[src/rtl/dsp_job_scheduler.sv]
// dsp_job_scheduler: shares one dsp_top datapath between two requesters.
// Jobs are granted round-robin, the granted requester's samples and results
// are routed through, and every job ends in a done or error pulse.
//
// state  | meaning
// -------+-----------------------------------------------------------
// IDLE   | no job; arbitrate pending requests
// SETUP  | validate latched job, program dsp_mode, pulse start for FFT
// STREAM | pass granted requester's samples into the datapath
// DRAIN  | inputs finished; wait for results or FFT done, bounded
// DONE   | one-cycle job_done pulse
// ERR    | one-cycle job_err pulse (rejected job or drain timeout)
module dsp_job_scheduler #(
  parameter int DATA_WIDTH = 16,
  parameter int LEN_W      = 8,
  parameter int FFT_N      = 8,
  parameter int TIMEOUT    = 64
) (
  input  logic                    clk,
  input  logic                    rst,
  input  logic [1:0]              req,
  input  logic [3:0]              req_mode,
  input  logic [2*LEN_W-1:0]      req_len,
  input  logic [2*DATA_WIDTH-1:0] s_real,
  input  logic [2*DATA_WIDTH-1:0] s_imag,
  input  logic [1:0]              s_valid,
  output logic [1:0]              s_ready,
  output logic [DATA_WIDTH-1:0]   m_real,
  output logic [DATA_WIDTH-1:0]   m_imag,
  output logic [1:0]              m_valid,
  output logic [1:0]              job_done,
  output logic [1:0]              job_err,
  output logic [1:0]              grant,
  output logic [1:0]              dsp_mode,
  output logic                    dsp_start,
  output logic [DATA_WIDTH-1:0]   dsp_din_real,
  output logic [DATA_WIDTH-1:0]   dsp_din_imag,
  output logic                    dsp_din_valid,
  input  logic                    dsp_din_ready,
  input  logic [DATA_WIDTH-1:0]   dsp_dout_real,
  input  logic [DATA_WIDTH-1:0]   dsp_dout_imag,
  input  logic                    dsp_dout_valid,
  input  logic                    dsp_done
);

  localparam logic [1:0] MODE_FFT = 2'd2;
  localparam logic [1:0] MODE_BAD = 2'd3;
  localparam int TMR_W = (TIMEOUT > 1) ? $clog2(TIMEOUT) : 1;

  typedef enum logic [2:0] {
    S_IDLE, S_SETUP, S_STREAM, S_DRAIN, S_DONE, S_ERR
  } state_t;

  state_t state, state_nxt;

  logic             g;
  logic             rr_ptr;
  logic [1:0]       mode_q;
  logic [LEN_W-1:0] len_q;
  logic [LEN_W-1:0] in_cnt;
  logic [LEN_W-1:0] out_cnt;
  logic [TMR_W-1:0] drain_tmr;

  logic                  pick;
  logic [1:0]            pick_mode;
  logic [LEN_W-1:0]      pick_len;
  logic                  is_fft;
  logic                  job_ok;
  logic                  g_ready;
  logic                  g_valid;
  logic [DATA_WIDTH-1:0] g_real;
  logic [DATA_WIDTH-1:0] g_imag;
  logic                  xfer;
  logic                  last_in;
  logic                  finished;

  // requester nearest rr_ptr wins; only meaningful when some req is set
  assign pick      = req[rr_ptr] ? rr_ptr : ~rr_ptr;
  assign pick_mode = pick ? req_mode[3:2] : req_mode[1:0];
  assign pick_len  = pick ? req_len[2*LEN_W-1:LEN_W] : req_len[LEN_W-1:0];

  assign is_fft  = (mode_q == MODE_FFT);
  assign job_ok  = (mode_q != MODE_BAD) && (len_q != '0) &&
                   !(is_fft && (len_q != LEN_W'(FFT_N)));
  // FIR/IIR accept a sample every cycle; FFT applies backpressure
  assign g_ready = is_fft ? dsp_din_ready : 1'b1;
  assign g_valid = g ? s_valid[1] : s_valid[0];
  assign g_real  = g ? s_real[2*DATA_WIDTH-1:DATA_WIDTH] : s_real[DATA_WIDTH-1:0];
  assign g_imag  = g ? s_imag[2*DATA_WIDTH-1:DATA_WIDTH] : s_imag[DATA_WIDTH-1:0];
  assign xfer    = (state == S_STREAM) && g_valid && g_ready;
  assign last_in = (in_cnt == (len_q - LEN_W'(1)));
  assign finished = is_fft ? dsp_done : (out_cnt == len_q);

  assign m_real = dsp_dout_real;
  assign m_imag = dsp_dout_imag;

  // state register, job latch, counters and round-robin pointer
  always_ff @(posedge clk) begin
    if (rst) begin
      state     <= S_IDLE;
      g         <= 1'b0;
      rr_ptr    <= 1'b0;
      mode_q    <= MODE_BAD;
      len_q     <= '0;
      in_cnt    <= '0;
      out_cnt   <= '0;
      drain_tmr <= '0;
      grant     <= '0;
    end else begin
      state <= state_nxt;
      case (state)
        S_IDLE: begin
          if (|req) begin
            g      <= pick;
            mode_q <= pick_mode;
            len_q  <= pick_len;
            grant  <= pick ? 2'b10 : 2'b01;
          end
        end
        S_SETUP: begin
          in_cnt    <= '0;
          out_cnt   <= '0;
          drain_tmr <= TMR_W'(TIMEOUT - 1);
        end
        S_STREAM: begin
          if (xfer) in_cnt <= in_cnt + LEN_W'(1);
        end
        S_DRAIN: begin
          if (drain_tmr != '0) drain_tmr <= drain_tmr - TMR_W'(1);
        end
        S_DONE, S_ERR: begin
          rr_ptr <= ~g;
          grant  <= '0;
        end
        default: ;
      endcase
      if ((state == S_STREAM || state == S_DRAIN) && dsp_dout_valid && (out_cnt != len_q))
        out_cnt <= out_cnt + LEN_W'(1);
    end
  end

  // next-state decode and per-state routing of the shared datapath
  always_comb begin
    state_nxt     = state;
    s_ready       = '0;
    m_valid       = '0;
    job_done      = '0;
    job_err       = '0;
    dsp_mode      = MODE_BAD;
    dsp_start     = 1'b0;
    dsp_din_real  = '0;
    dsp_din_imag  = '0;
    dsp_din_valid = 1'b0;
    case (state)
      S_IDLE: begin
        if (|req) state_nxt = S_SETUP;
      end
      S_SETUP: begin
        if (job_ok) begin
          dsp_mode  = mode_q;
          dsp_start = is_fft;
          state_nxt = S_STREAM;
        end else begin
          state_nxt = S_ERR;
        end
      end
      S_STREAM: begin
        dsp_mode      = mode_q;
        s_ready[g]    = g_ready;
        dsp_din_real  = g_real;
        dsp_din_imag  = g_imag;
        dsp_din_valid = g_valid;
        m_valid[g]    = dsp_dout_valid;
        if (xfer && last_in) state_nxt = S_DRAIN;
      end
      S_DRAIN: begin
        dsp_mode   = mode_q;
        m_valid[g] = dsp_dout_valid;
        if (finished)
          state_nxt = S_DONE;
        else if (drain_tmr == '0)
          state_nxt = S_ERR;
      end
      S_DONE: begin
        dsp_mode    = mode_q;
        job_done[g] = 1'b1;
        state_nxt   = S_IDLE;
      end
      S_ERR: begin
        job_err[g] = 1'b1;
        state_nxt  = S_IDLE;
      end
      default: state_nxt = S_IDLE;
    endcase
  end

endmodule

[config.mk]
export PLATFORM = sky130hd
export DESIGN_NAME = dsp_job_scheduler
export DESIGN_NICKNAME = d
export VERILOG_FILES = /design/src/rtl/dsp_job_scheduler.sv
export SDC_FILE = /design/constraint.sdc
export NUM_CORES = 1
export LEC_CHECK = 0
export BUFFER_PORTS_ARGS = -buffer_cell sky130_fd_sc_hd__clkbuf_2
export CAP_MARGIN = 15
export CORE_UTILIZATION = 40
export CTS_BUF_LIST = sky130_fd_sc_hd__clkbuf_2 sky130_fd_sc_hd__clkbuf_4 sky130_fd_sc_hd__clkbuf_8
export DETAILED_ROUTE_END_ITERATION = 16
export PLACE_DENSITY = 0.78
export SKIP_LAST_GASP = 1
export SYNTH_ARGS = -nofsm -noshare
export SYNTH_HDL_FRONTEND = slang
export SYNTH_SLANG_ARGS = --single-unit
export TNS_END_PERCENT = 30
[constraint.sdc]
create_clock -name clk -period 2.1 [get_ports clk]
set_input_delay 0 -clock clk [delete_from_list [all_inputs] [get_ports clk]]
set_output_delay 0 -clock clk [all_outputs]
set_load 0.03 [all_outputs]
Word-level counts from Yosys, hierarchy flattened
Cells that the tools add are included.

storage, ports and cells
  bits in registers = 39
  input bits = 125
  output and inout port bits = 78
  logic and storage cells = 102

operators by class
  $add $sub $neg = 4
  $lt $le $gt $ge = 3
  equality and inequality tests = 16
  mux-type cells = 38
  bitwise operators = 4
  reduce and logical (&&, ||, !) cells = 28

operators by type and width
  operator                                                             count
  16-bit two-way mux                                                   4
  8-bit two-way mux                                                    4
  8-bit by 1-bit adder with 8-bit output (second input constant)       2
  8-bit == test                                                        2
  2-bit two-way mux                                                    8
  8-bit one-hot mux with 2 select lines                                1
  3-bit two-way mux                                                    5
  3-bit one-hot mux with 4 select lines                                1
  6-bit one-hot mux with 2 select lines                                1
  1-bit two-way mux                                                    10
  1-bit logical AND                                                    9
  2-bit != test (second input constant)                                4
  8-bit by 4-bit != test with 1-bit output (second input constant)     1
  8-bit != test                                                        1
  2-bit one-hot mux with 2 select lines                                2
  2-bit AND reduction                                                  4
  2-bit nonzero test                                                   4
  8-bit nonzero test                                                   1
  8-bit by 1-bit subtractor with 8-bit output (second input constant)  1
  3-bit by 2-bit == test with 1-bit output (second input constant)     2
  3-bit == test (second input constant)                                2
  6-bit zero test                                                      1
  6-bit two-way mux                                                    1
  6-bit nonzero test                                                   1
  16 further kinds                                                     21

Depth between registers and ports, before layout
Gate-level depths: netlist of run 1.

  depth in word-level cells = 6
  gate-level depth with buffers = 9
  mapped depth without buffers = 8

Worst setup path after synthesis of run 1
No wires, ideal clock.

  path type = register -> register
  start = reg len_q[0]
  end = reg state[0]
  library setup time = 0.116 ns
  data arrival time = 1.753 ns
  data required time = 1.984 ns
  path slack = 0.231 ns
  stages on the path, launching flop included = 10
  path buffers = 1
  clock period less this slack = 1.869 ns
  cell sequence = dfxtp_1 > clkbuf_1 > inv_1 > ha_1 > nor3b_1 > nor3b_1 > nor3_1 > a21oi_1 > o21ai_0 > a31o_2

between the ends
  word-level cells in the longest chain between the ends = 6
  elaborated cells on any way between the ends = 17
  classes of those cells = add/sub (1); eq/ne (5); mux (4); reduce/logical (7)

ends and longest elaborated chain
  item                                                                                                 RTL line  RTL
  start, declared                                                                                      59        logic [LEN_W-1:0] len_q;
  start signal, assigned                                                                               116       len_q <= pick_len;
  parallel branches: the longest is 6 deep, another holds 8-bit by 1-bit subtractor with 8-bit output  --
  end signal, assigned                                                                                 110       state <= state_nxt;
  end, declared                                                                                        54        state_t state, state_nxt;

Parallel ways; which one is timed is not known.
A chain may end at the register's enable or synchronous reset.

Worst setup path in the final report of run 1
  start = reg state[1]
  end = out dsp_din_imag[1]

between the ends
  word-level cells in the longest chain between the ends = 2

ends and longest elaborated chain
  item                                      RTL line  RTL
  3-bit by 2-bit == test with 1-bit output  154       case (state)
  16-bit two-way mux                        154
  end, declared                             37        output logic [DATA_WIDTH-1:0] dsp_din_imag,

No other way between the ends.

==> reports/results.txt, run 1 <==
Worst Slack Setup Final - 51.65 ps
Min-Delay Path Depth - 0
Ant diodes - 0
Critical R2R Launch - state[1]
Worst Hold Path EP - m_real[2]
Mapped Cells - 400
CTS Buffer Depth - 2
Period utilization - 97.54%
Clk_lat worst skew - 300 ps
Post-CTS sizing - 0
Fmax - 0.4882 GHz
Max IR drop VDD - 0.0008891 V
PortBufs - 138
Grt total ovfl - 0
Final core utilization - 51.29%
Wirelength per Cell - 16.09 um
Synth top area share - 25.21%
Int Pwr - 2.470 mW
Post-CTS setup repair buffer count - 0
Combinational Power Share - 62.1%
Finished Cell Area - 0.003780 sq mm
Critical path startpoint category - flip-flop
Min-delay src - dsp_dout_real[2]
Final #Nets - 630
Max Cap Viol - 0
I/O pins - 203
Netlist cell types - 49
Clock power frac - 12.5%
Initial antenna violation count - 0
Final hold violations - 0
WP data required - 2100 ps
Post-DRT Antenna Nets - 0
Worst setup path class - flip-flop to output port
Reg clk slew, reported paths - 80 ps
Avg Vias per Cell - 5.110
Hold crit path type - primary input to output port
R2R setup slack - 180 ps
Ys flop type - dfxtp_1
Synth top area cells - dfxtp_1 (25%), mux2i_1 (15%), nor2_1 (9.9%)
Status - finished clean
Sequential area share after synthesis - 25.21%
Yosys warnings - 0
Mapped Nets - 531
Largest net degree at the start of global routing - 39
Worst Path Max Fanout - 34
GRT Overall Usage - 23.23%
Critical path endpoint category - output port
Sw Share - 47.66%
Final setup viols - 0
Slew Limit Fails - 0
Area of the mapped netlist - 0.003097 sq mm
Initial Utilization - 42.02%
Psw - 2.249 mW
Final non-filler cell total - 599
Post-synthesis async set-or-reset flop share - 0%
Cells on worst reg2reg path - 6
Tmin final - 2048 ps
Arrival @ worst endpoint - 2050 ps
Clock root buffer - clkbuf_8
Pre-antenna DRT Iters - 4
Count leader, synth - nor2_1
Worst Tran Pin Value - 583.7 ps
Dpl hpwl - 7.908 mm
Die width - 89.99 um
Cell area after placement - 0.003671 sq mm
CTS H-tree lvls - 2
Clock Skew - 3.722 ps
Mean Syn Cell Area - 7.742 sq um
Post-synth top area cell - dfxtp_1
Vias - 3,061
CTS buffer count - 5
EDFF count, synth - 0
Placement Setup Slack - 217.2 ps
Slew Limit Headroom - 61.00%
Die Height - 89.99 um
Vias in the first global route - 2,800
Tot Pwr - 4.718 mW
Leakage - 1.751 nW
Die area - 0.008097 sq mm
Crit path from - state[1]
Post-Route WL - 9.637 mm
Share of cells above drive strength 1 - 34.40%
Core Area - 0.007370 sq mm
Row count - 31
Clk sinks - 39
Initial DRC count - 205
# DRC - 0
Worst flop-to-flop path endpoint - in_cnt[5]
P&R area growth vs syn - 22.06%
Global-route wire length before repair - 14.60 mm
Post-synth top cells - nor2_1 (82), mux2i_1 (47), dfxtp_1 (39), buf_4 (32)
Post-cts hold buffer count - 0
Placed insts - 591
RePlAce Congestion - 0.9107
Pwr dens - 1248 mW/mm^2
Reg power frac - 25.4%
Number of synthesized register bits - 39
CTS tree - done
-- placed cells by master (no fill, tap or decap), types with 5 or more instances in the layout --
master	synthesis	final
clkbuf_2	0	138
xor2_1	14	14
mux2i_1	47	47
xnor2_1	18	18
nand2_1	14	14
nand2b_1	6	6
nor4_1	5	5
clkbuf_8	0	7
nor2_1	82	82
a211oi_1	12	12
a21oi_1	16	16
ha_1	6	6
nor3_1	9	8
inv_1	9	9
buf_4	32	15
nand3_1	9	9
dfxtp_1	39	38
nand4_1	6	6
-- registers in the layout, summed over array words and instances, names as in the netlist --
register,flops
mode_q,2
len_q,8
rr_ptr,1
drain_tmr,6
grant,2
out_cnt,8
state,3
in_cnt,8
g,1
-- cells by family after synthesis --
family | count (synthesis) | share of synthesized area (%)
and+or+nand+nor | 154 | 23.35
buffers and inverters | 71 | 13.17
AOI/OAI and AO/OA | 50 | 11.23
muxes | 48 | 15.56
DFF | 39 | 25.21
xor gates and xnor gates | 32 | 9.051
adders and majority gates | 6 | 2.424
-- worst max-delay path, cell delays in order, from the launching register on --
cell and delay, ps:
dfxtp_1 410, or3b_1 460, buf_4 280, nor2_1 300
clkbuf_2 270
-- power groups by stage --
stage | logic, mW | registers [mW] | clock network, mW
2_1_floorplan | 2.36 | 1.09 | 0
3_3_place_gp | 2.87 | 1.20 | 0
3_5_place_dp | 2.91 | 1.21 | 0
4_1_cts | 2.92 | 1.19 | 0.587
5_1_grt | 3.19 | 1.23 | 0.623
6_report | 2.93 | 1.20 | 0.588
-- how the worst max path moves through the flow --
| stage | endpoint | cells past startpoint |
|---|---|---|
| 6_report | dsp_din_imag[1] | 4 |
| 2_1_floorplan | state[0] | 9 |
| 5_1_grt | dsp_mode[1] | 7 |
| 3_3_place_gp | in_cnt[5] | 6 |
| 4_1_cts | dsp_mode[0] | 7 |
| 3_5_place_dp | in_cnt[5] | 6 |
-- per-layer routing --
metal	vias up	wire length, um	GRT usage [%]
met5	-	0	0
met4	0	227	7.527
met3	21	689	6.937
met2	113	4498	37.82
met1	1396	4222	29.37
li1	1531	-	-
-- final cells by class --
type	instances	area, sq um
multi-input combinational	290	1913
inverter	9	33.78
clock buffer	8	103.9
timing repair buffer	154	823.3
fill	731	3590
sequential	39	782.0
tap	99	123.9
-- metrics by stage --
stage               hold WS (ps)  TNS, ps
finish                   0.01163        0
detailed placement        0.2048        0
CTS                       0.2048        0
floorplan                  131.7        0
global placement          0.2048        0
global route             0.04145   -18.39
(Power assumes the default switching activity.)
==> run 2, diff against run 1 <==
==> constraint.sdc (replaced) <==
create_clock -name clk -period 2.06 [get_ports clk]
set_input_delay 0 -clock clk [delete_from_list [all_inputs] [get_ports clk]]
set_output_delay 0 -clock clk [all_outputs]
set_load 0.03 [all_outputs]
==> run 2 against run 1 <==
  * Highest routed layer unchanged
  * Flip-flop and latch count did not move
  * Die area is the same
  * Via count is 1.5% lower
  * Worst setup slack improved by 15 ps
  * Sequential share of layout area increased by 0.34 points
  * Routed wire length down 1.6%
  * Combinational power about the same
  * Clock skew grew 6.1 ps
  * Critical endpoint is now dsp_mode[0]
  * Critical path type unchanged
==> reports/results.txt, run 2 (synthesis results as in run 1) <==
Critical path startpoint category - flip-flop (unchanged)
Arrival @ worst endpoint - 1990 ps (was 2050 ps)
Slew Limit Headroom - 62.46% (was 61.00%)
CTS buffer count - 5 (unchanged)
Fillers - 749 (was 731)
Avg Vias per Cell - 5.076 (was 5.110)
RSZ-0062 raised after global routing - yes
Post-cts hold buffer count - 0 (unchanged)
Global-route wire length before repair - 14.81 mm (was 14.60 mm)
Vias - 3,015 (was 3,061)
Tmin final - 1993 ps
Reg power frac - 26.6% (was 25.4%)
CP Cell Sequence - nor3_1 > nand3_1 > o2bb2ai_2 > nor2_1 > o31a_1 > nand2b_1 > clkbuf_2 (was or3b_1 > buf_4 > nor2_1 > clkbuf_2)
Most frequent cells in the layout - clkbuf_2 (138), nor2_1 (82), mux2i_1 (47) (unchanged)
Die width - 89.99 um (unchanged)
WP data required - 2060 ps (was 2100 ps)
Clk_lat worst skew - 290 ps (was 300 ps)
Initial antenna violation count - 0 (unchanged)
Core Area - 0.007370 sq mm (unchanged)
Slew Limit Fails - 0 (unchanged)
I/O pins - 203 (unchanged)
Hold_ws - 0.01163 ps (about the same)
Pwr dens - 1247 mW/mm^2 (was 1248 mW/mm^2)
Setup crit end - dsp_mode[0] (was dsp_din_imag[1])
Clock power frac - 10.5% (was 12.5%)
Worst flop-to-flop path endpoint - in_cnt[5] (unchanged)
GRT Overall Usage - 23.05% (was 23.23%)
Die area - 0.008097 sq mm (unchanged)
Combinational Power Share - 62.9% (was 62.1%)
CTS tree - done (unchanged)
Placement Setup Slack - 186.6 ps (was 217.2 ps)
# DRC - 0 (unchanged)
P&R area growth vs syn - 20.28% (was 22.06%)
Int Pwr - 2.389 mW (was 2.470 mW)
Critical path endpoint category - output port (unchanged)
RePlAce Congestion - 0.9409 (was 0.9107)
Multi-input gate area - 0.001919 sq mm (was 0.001913 sq mm)
Final #Nets - 627 (was 630)
CTS Buffer Depth - 2 (unchanged)
Largest net degree at the start of global routing - 39 (unchanged)
Worst Tran Pin Value - 563.1 ps (was 583.7 ps)
Final setup viols - 0 (unchanged)
Max Cap Viol - 0 (unchanged)
Post-Route WL - 9.482 mm (was 9.637 mm)
Row count - 31 (unchanged)
Dpl hpwl - 7.864 mm (was 7.908 mm)
Grt total ovfl - 0 (unchanged)
Cells on worst reg2reg path - 6 (unchanged)
Clock root buffer - clkbuf_8 (unchanged)
Leakage - 1.716 nW (was 1.751 nW)
Hold crit path type - primary input to output port (unchanged)
Fmax - 0.5017 GHz
Vias in the first global route - 2,898 (was 2,800)
Die Height - 89.99 um (unchanged)
Most common cell after layout, fill and taps aside - clkbuf_2 (unchanged)
Worst setup path class - flip-flop to output port (unchanged)
Ant diodes - 0 (unchanged)
Register area - 783.3 sq um (was 782.0 sq um)
Worst Path Max Fanout - 7 (was 34)
Period utilization - 96.76%
Share of cells above drive strength 1 - 34.14% (was 34.40%)
Clk sinks - 39 (unchanged)
Status - finished clean (unchanged)
Initial Utilization - 42.02% (unchanged)
Post-DRT Antenna Nets - 0 (unchanged)
Clock Skew - 9.808 ps (was 3.722 ps)
Sw Share - 48.55% (was 47.66%)
Initial DRC count - 143 (was 205)
PortBufs - 138 (unchanged)
Psw - 2.255 mW (was 2.249 mW)
Pre-antenna DRT Iters - 4 (unchanged)
Final core utilization - 50.54% (was 51.29%)
Worst Slack Setup Final - 66.77 ps (was 51.65 ps)
Reg clk slew, reported paths - 70 ps (was 80 ps)
Critical R2R Launch - state[2] (was state[1])
R2R setup slack - 170 ps (was 180 ps)
CP max stage delay - 400 ps (was 460 ps)
Final hold violations - 0 (unchanged)
Worst path slowest cell - dfxtp_1 (was or3b_1)
Wirelength per Cell - 15.96 um (was 16.09 um)
CTS H-tree lvls - 2 (unchanged)
Biggest regs - in_cnt x8, len_q x8, out_cnt x8 (unchanged)
Crit path from - len_q[4] (was state[1])
Max IR drop VDD - 0.0007948 V (was 0.0008891 V)
==> run 2: worst min path at each step <==
stage	startpoint	endpoint	slack, ps	cells after the start
after floorplan	dsp_dout_imag[0]	m_imag[0]	130	1
after global placement	dsp_dout_imag[11]	m_imag[11]	0.2	0
after detailed placement	dsp_dout_imag[11]	m_imag[11]	0.2	0
after CTS	dsp_dout_imag[11]	m_imag[11]	0.2	0
after global routing	dsp_dout_imag[7]	m_imag[7]	0.04	0
final	dsp_dout_real[2]	m_real[2]	0.01	0
==> run 2: timing repair <==
item / 4_1_cts / 5_1_grt
hold endpoints to repair: 0 / 0
setup endpoints to repair: 2 / 4
gates resized for setup: 2 / 1
setup buffers: 0 / 0
gates cloned: 0 / 0
==> run 2: stage by stage <==
stage          instances  total power [mW]  TNS (ps)  cell area [sq um]
6_report             594             4.644         0               3725
5_1_grt              594             4.998    -157.6               3725
4_1_cts              594             4.640         0               3720
3_5_place_dp         588             4.131         0               3636
3_3_place_gp         588             4.088         0               3636
2_1_floorplan        400             3.510         0               3097
==> run 2: metal layers <==
| metal | share of wire, % | vias to the layer above | track usage, % |
|---|---|---|---|
| met4 | 3.2 | 0 | 9.677 |
| met3 | 7.8 | 26 | 5.415 |
| li1 | - | 1516 | - |
| met5 | 0 | - | 0 |
| met2 | 47 | 112 | 36.47 |
| met1 | 42 | 1361 | 30.06 |
==> run 2: area by class of cell <==
class / instances / area share (%)
multi-input cells: 290 / 51.53
repair buffers: 151 / 21.16
flip-flops and latches: 39 / 21.03
well taps: 99 / 3.326
clock buffers: 6 / 2.049
inverters: 9 / 0.9070
==> run 2: worst max-delay path: cells and delay by family, from the launching register on <==
| family | cells | cell delay (ps) |
|---|---|---|
| AOI/OAI and AO/OA | 2 | 550 |
| DFF | 1 | 400 |
| buffers and inverters | 1 | 200 |
| and+or+nand+nor | 4 | 570 |
==> run 2: power by group through the flow <==
| stage | Combinational, mW | Sequential [mW] | Clock [mW] |
|---|---|---|---|
| CTS | 2.91 | 1.23 | 0.499 |
| global route | 3.20 | 1.27 | 0.532 |
| global placement | 2.85 | 1.24 | 0 |
| finish | 2.92 | 1.24 | 0.488 |
| detailed placement | 2.89 | 1.24 | 0 |
| floorplan | 2.40 | 1.11 | 0 |
==> run 3, diff against run 2 <==
--- a/config.mk
+++ b/config.mk
@@ -5,12 +5,13 @@
 export SDC_FILE = /design/constraint.sdc
 export NUM_CORES = 1
 export LEC_CHECK = 0
+export ABC_AREA = 1
 export BUFFER_PORTS_ARGS = -buffer_cell sky130_fd_sc_hd__clkbuf_2
 export CAP_MARGIN = 15
 export CORE_UTILIZATION = 40
 export CTS_BUF_LIST = sky130_fd_sc_hd__clkbuf_2 sky130_fd_sc_hd__clkbuf_4 sky130_fd_sc_hd__clkbuf_8
 export DETAILED_ROUTE_END_ITERATION = 16
-export PLACE_DENSITY = 0.78
+export PLACE_DENSITY = 0.77
 export SKIP_LAST_GASP = 1
 export SYNTH_ARGS = -nofsm -noshare
 export SYNTH_HDL_FRONTEND = slang
==> run 3 against run 2 <==
  * Utilization increased by 1.7 points
  * Highest routed layer unchanged
  * First-iteration DRC count up 110%
  * Worst setup slack better by 180 ps
  * Synthesized area is 1.5% higher
  * Flip-flop and latch count stayed put
  * Largest power group unchanged
==> reports/results.txt, run 3 <==
Status - finished clean (unchanged)
Max IR drop VDD - 0.0006188 V (was 0.0007948 V)
Initial antenna violation count - 0 (unchanged)
Simple-Gate Fraction of Synth Area - 35.17% (was 23.35%)
Count leader, synth - nand2_1 (was nor2_1)
Clk_lat worst skew - 310 ps (was 290 ps)
Ant diodes - 0 (unchanged)
CTS Buffer Depth - 2 (unchanged)
Worst Hold Path EP - m_imag[14] (was m_real[2])
CP Cell Sequence - buf_4 > nand2_1 > a21oi_1 > clkbuf_2 (was nor3_1 > nand3_1 > o2bb2ai_2 > nor2_1 > o31a_1 > nand2b_1 > clkbuf_2)
Cells on worst reg2reg path - 7 (was 6)
Ys flop type - dfxtp_1 (unchanged)
Dpl hpwl - 7.601 mm (was 7.864 mm)
Placement Setup Slack - 391.4 ps (was 186.6 ps)
Worst Path Max Fanout - 29 (was 7)
Top Family by Delay on Critical Path - buffers and inverters (was simple AND/OR/NAND/NOR gates)
Clock Skew - 5.089 ps (was 9.808 ps)
RePlAce Congestion - 0.9128 (was 0.9409)
Leakage - 2.004 nW (was 1.716 nW)
Period utilization - 88.19% (was 96.76%)
Synth top area cells - dfxtp_1 (25%), nand2_1 (20%), a21oi_1 (11%) (was dfxtp_1 (25%), mux2i_1 (15%), nor2_1 (9.9%))
Largest family of logic cells by synthesized area - simple AND/OR/NAND/NOR gates (unchanged)
Worst flop-to-flop path endpoint - mode_q[0] (was in_cnt[5])
Worst path slowest cell - dfxtp_1 (unchanged)
Final hold violations - 0 (unchanged)
Share of cells above drive strength 1 - 28.14% (was 34.14%)
Max Cap Viol - 0 (unchanged)
Most frequent cells in the layout - nand2_1 (169), clkbuf_2 (138), a21oi_1 (66) (was clkbuf_2 (138), nor2_1 (82), mux2i_1 (47))
Area of the mapped netlist - 0.003142 sq mm (was 0.003097 sq mm)
Hold crit path type - primary input to output port (unchanged)
Min-Delay Path Depth - 0 (unchanged)
WP data required - 2060 ps (about the same)
Arrival @ worst endpoint - 1820 ps (was 1990 ps)
Die width - 90.63 um (was 89.99 um)
Fillers - 768 (was 749)
Avg Vias per Cell - 5.078 (was 5.076)
Global-route wire length before repair - 15.44 mm (was 14.81 mm)
Post-CTS setup repair buffer count - 0 (unchanged)
Compound-Gate Fraction of Synth Area - 16.89% (was 11.23%)
Post-synthesis async set-or-reset flop share - 0% (unchanged)
Clk sinks - 39 (unchanged)
Finished Cell Area - 0.003871 sq mm (was 0.003725 sq mm)
CP max stage delay - 510 ps (was 400 ps)
CTS buffer count - 5 (unchanged)
Reg clk slew, reported paths - 80 ps (was 70 ps)
Worst Slack Setup Final - 243.2 ps (was 66.77 ps)
Mapped Nets - 661 (was 531)
Slew Limit Headroom - 49.85% (was 62.46%)
Core Area - 0.007408 sq mm (was 0.007370 sq mm)
EDFF count, synth - 0 (unchanged)
R2R setup slack - 380 ps (was 170 ps)
Mux share of post-synthesis cell area - 0% (was 15.56%)
Die Height - 90.63 um (was 89.99 um)
Sequential area share after synthesis - 24.85% (was 25.21%)
Setup TNS - 0 ps (unchanged)
XOR/XNOR Fraction of Synth Area - 3.624% (was 9.051%)
Final non-filler cell total - 735 (was 594)
Initial Utilization - 42.41% (was 42.02%)
Number of synthesized register bits - 39 (unchanged)
Tot Pwr - 4.672 mW (was 4.644 mW)
Clock root buffer - clkbuf_8 (unchanged)
Mean Syn Cell Area - 5.928 sq um (was 7.742 sq um)
Buf+Inv Stages, Crit Path - 2 (was 1)
Cell area after placement - 0.003664 sq mm (was 0.003636 sq mm)
Most common cell after layout, fill and taps aside - nand2_1 (was clkbuf_2)
Synth top area share - 24.85% (was 25.21%)
Pwr dens - 1207 mW/mm^2 (was 1247 mW/mm^2)
Initial DRC count - 300 (was 143)
Netlist cell types - 32 (was 49)
Min-delay src - dsp_dout_imag[14] (was dsp_dout_real[2])
# DRC - 0 (unchanged)
Mapped Cells - 530 (was 400)
Adder-cell share of the synthesized area - 2.389% (was 2.424%)
Hold_ws - 0.01046 ps (was 0.01163 ps)
Final #Nets - 766 (was 627)
Post-CTS sizing - 0 (was 2)
Final setup viols - 0 (unchanged)
GRT Overall Usage - 23.06% (was 23.05%)
Grt total ovfl - 0 (unchanged)
Post-synth top area cell - dfxtp_1 (unchanged)
Worst setup path class - flip-flop to output port (unchanged)
RSZ-0062 raised after global routing - no (was yes)
Row count - 31 (unchanged)
Vias in the first global route - 3,403 (was 2,898)
Post-synth top cells - nand2_1 (169), a21oi_1 (66), nor2_1 (54), inv_1 (42), dfxtp_1 (39) (was nor2_1 (82), mux2i_1 (47), dfxtp_1 (39), buf_4 (32))
Die area - 0.008213 sq mm (was 0.008097 sq mm)
Critical path endpoint category - output port (unchanged)
Post-DRT Antenna Nets - 0 (unchanged)
Yosys warnings - 0 (unchanged)
Fmax - 0.5504 GHz (was 0.5017 GHz)
Placed insts - 718 (was 588)
Crit path from - g (was len_q[4])
P&R area growth vs syn - 23.22% (was 20.28%)
Vias - 3,732 (was 3,015)
Wirelength per Cell - 13.08 um (was 15.96 um)
Worst Tran Pin Value - 752.1 ps (was 563.1 ps)
Critical R2R Launch - state[1] (was state[2])
Post-Route WL - 9.613 mm (was 9.482 mm)
Largest net degree at the start of global routing - 38 (was 39)
Slew Limit Fails - 0 (unchanged)
Tmin final - 1817 ps (was 1993 ps)
Critical path startpoint category - flip-flop (unchanged)
I/O pins - 203 (unchanged)
Biggest regs - in_cnt x8, len_q x8, out_cnt x8 (unchanged)
PortBufs - 138 (unchanged)
CTS H-tree lvls - 2 (unchanged)
Final core utilization - 52.25% (was 50.54%)
Pre-antenna DRT Iters - 5 (was 4)
CTS tree - done (unchanged)
==> run 3: changes by cell type after synthesis, sizes merged, moves of 14 or more <==
| cell | before | now |
|---|---|---|
| inv | 9 | 54 |
| a21oi | 16 | 66 |
| nand3 | 9 | 23 |
| nand2 | 14 | 175 |
| mux2i | 47 | 0 |
| nor2 | 83 | 61 |
==> run 3: repair_timing <==
action	in CTS	in global routing
endpoints found under the setup margin	0	0
hold buffers	9	0
hold endpoints to repair	9	0
==> run 3: cell type report <==
class / count / area [sq um] / area share [%]
Clock buffer: 6 / 82.58 / 2.133
Inverter: 55 / 206.4 / 5.333
Tap cell: 99 / 123.9 / 3.200
Multi-Input combinational cell: 382 / 1824 / 47.12
Clock inverter: 2 / 35.03 / 0.9050
Sequential cell: 39 / 780.7 / 20.17
Timing Repair Buffer: 152 / 818.3 / 21.14
==> run 3: routing by layer <==
metal	up-vias	share of wire (%)	global-route usage, %
met5	-	0	0
met4	0	2.3	9.274
met3	29	7.2	3.535
met2	154	48	39.65
met1	1692	43	28.60
li1	1857	-	-
==> run 3: worst max path at each step <==
stage                     cells past startpoint               to  slack, ps
after floorplan                               5       job_err[1]        500
after global placement                       12         state[0]        450
after detailed placement                     12         state[0]        390
after CTS                                     4  dsp_din_real[0]        250
after global routing                          8      dsp_mode[0]        110
final                                         4  dsp_din_real[0]        240
==> run 3: report_power, final <==
part	total, mW	internal [mW]	switching [mW]	leakage (nW)
clock network	0.689	0.392	0.297	0.0612
logic	2.79	0.908	1.88	1.62
registers	1.19	0.954	0.238	0.320
total	4.67	2.25	2.42	2.00
==> run 3: cell families after synthesis <==
| family | after synthesis |
|---|---|
| and+or+nand+nor | 266 |
| xor gates and xnor gates | 13 |
| DFF | 39 |
| adders and majority gates | 6 |
| buffers and inverters | 109 |
| AOI/OAI and AO/OA | 97 |
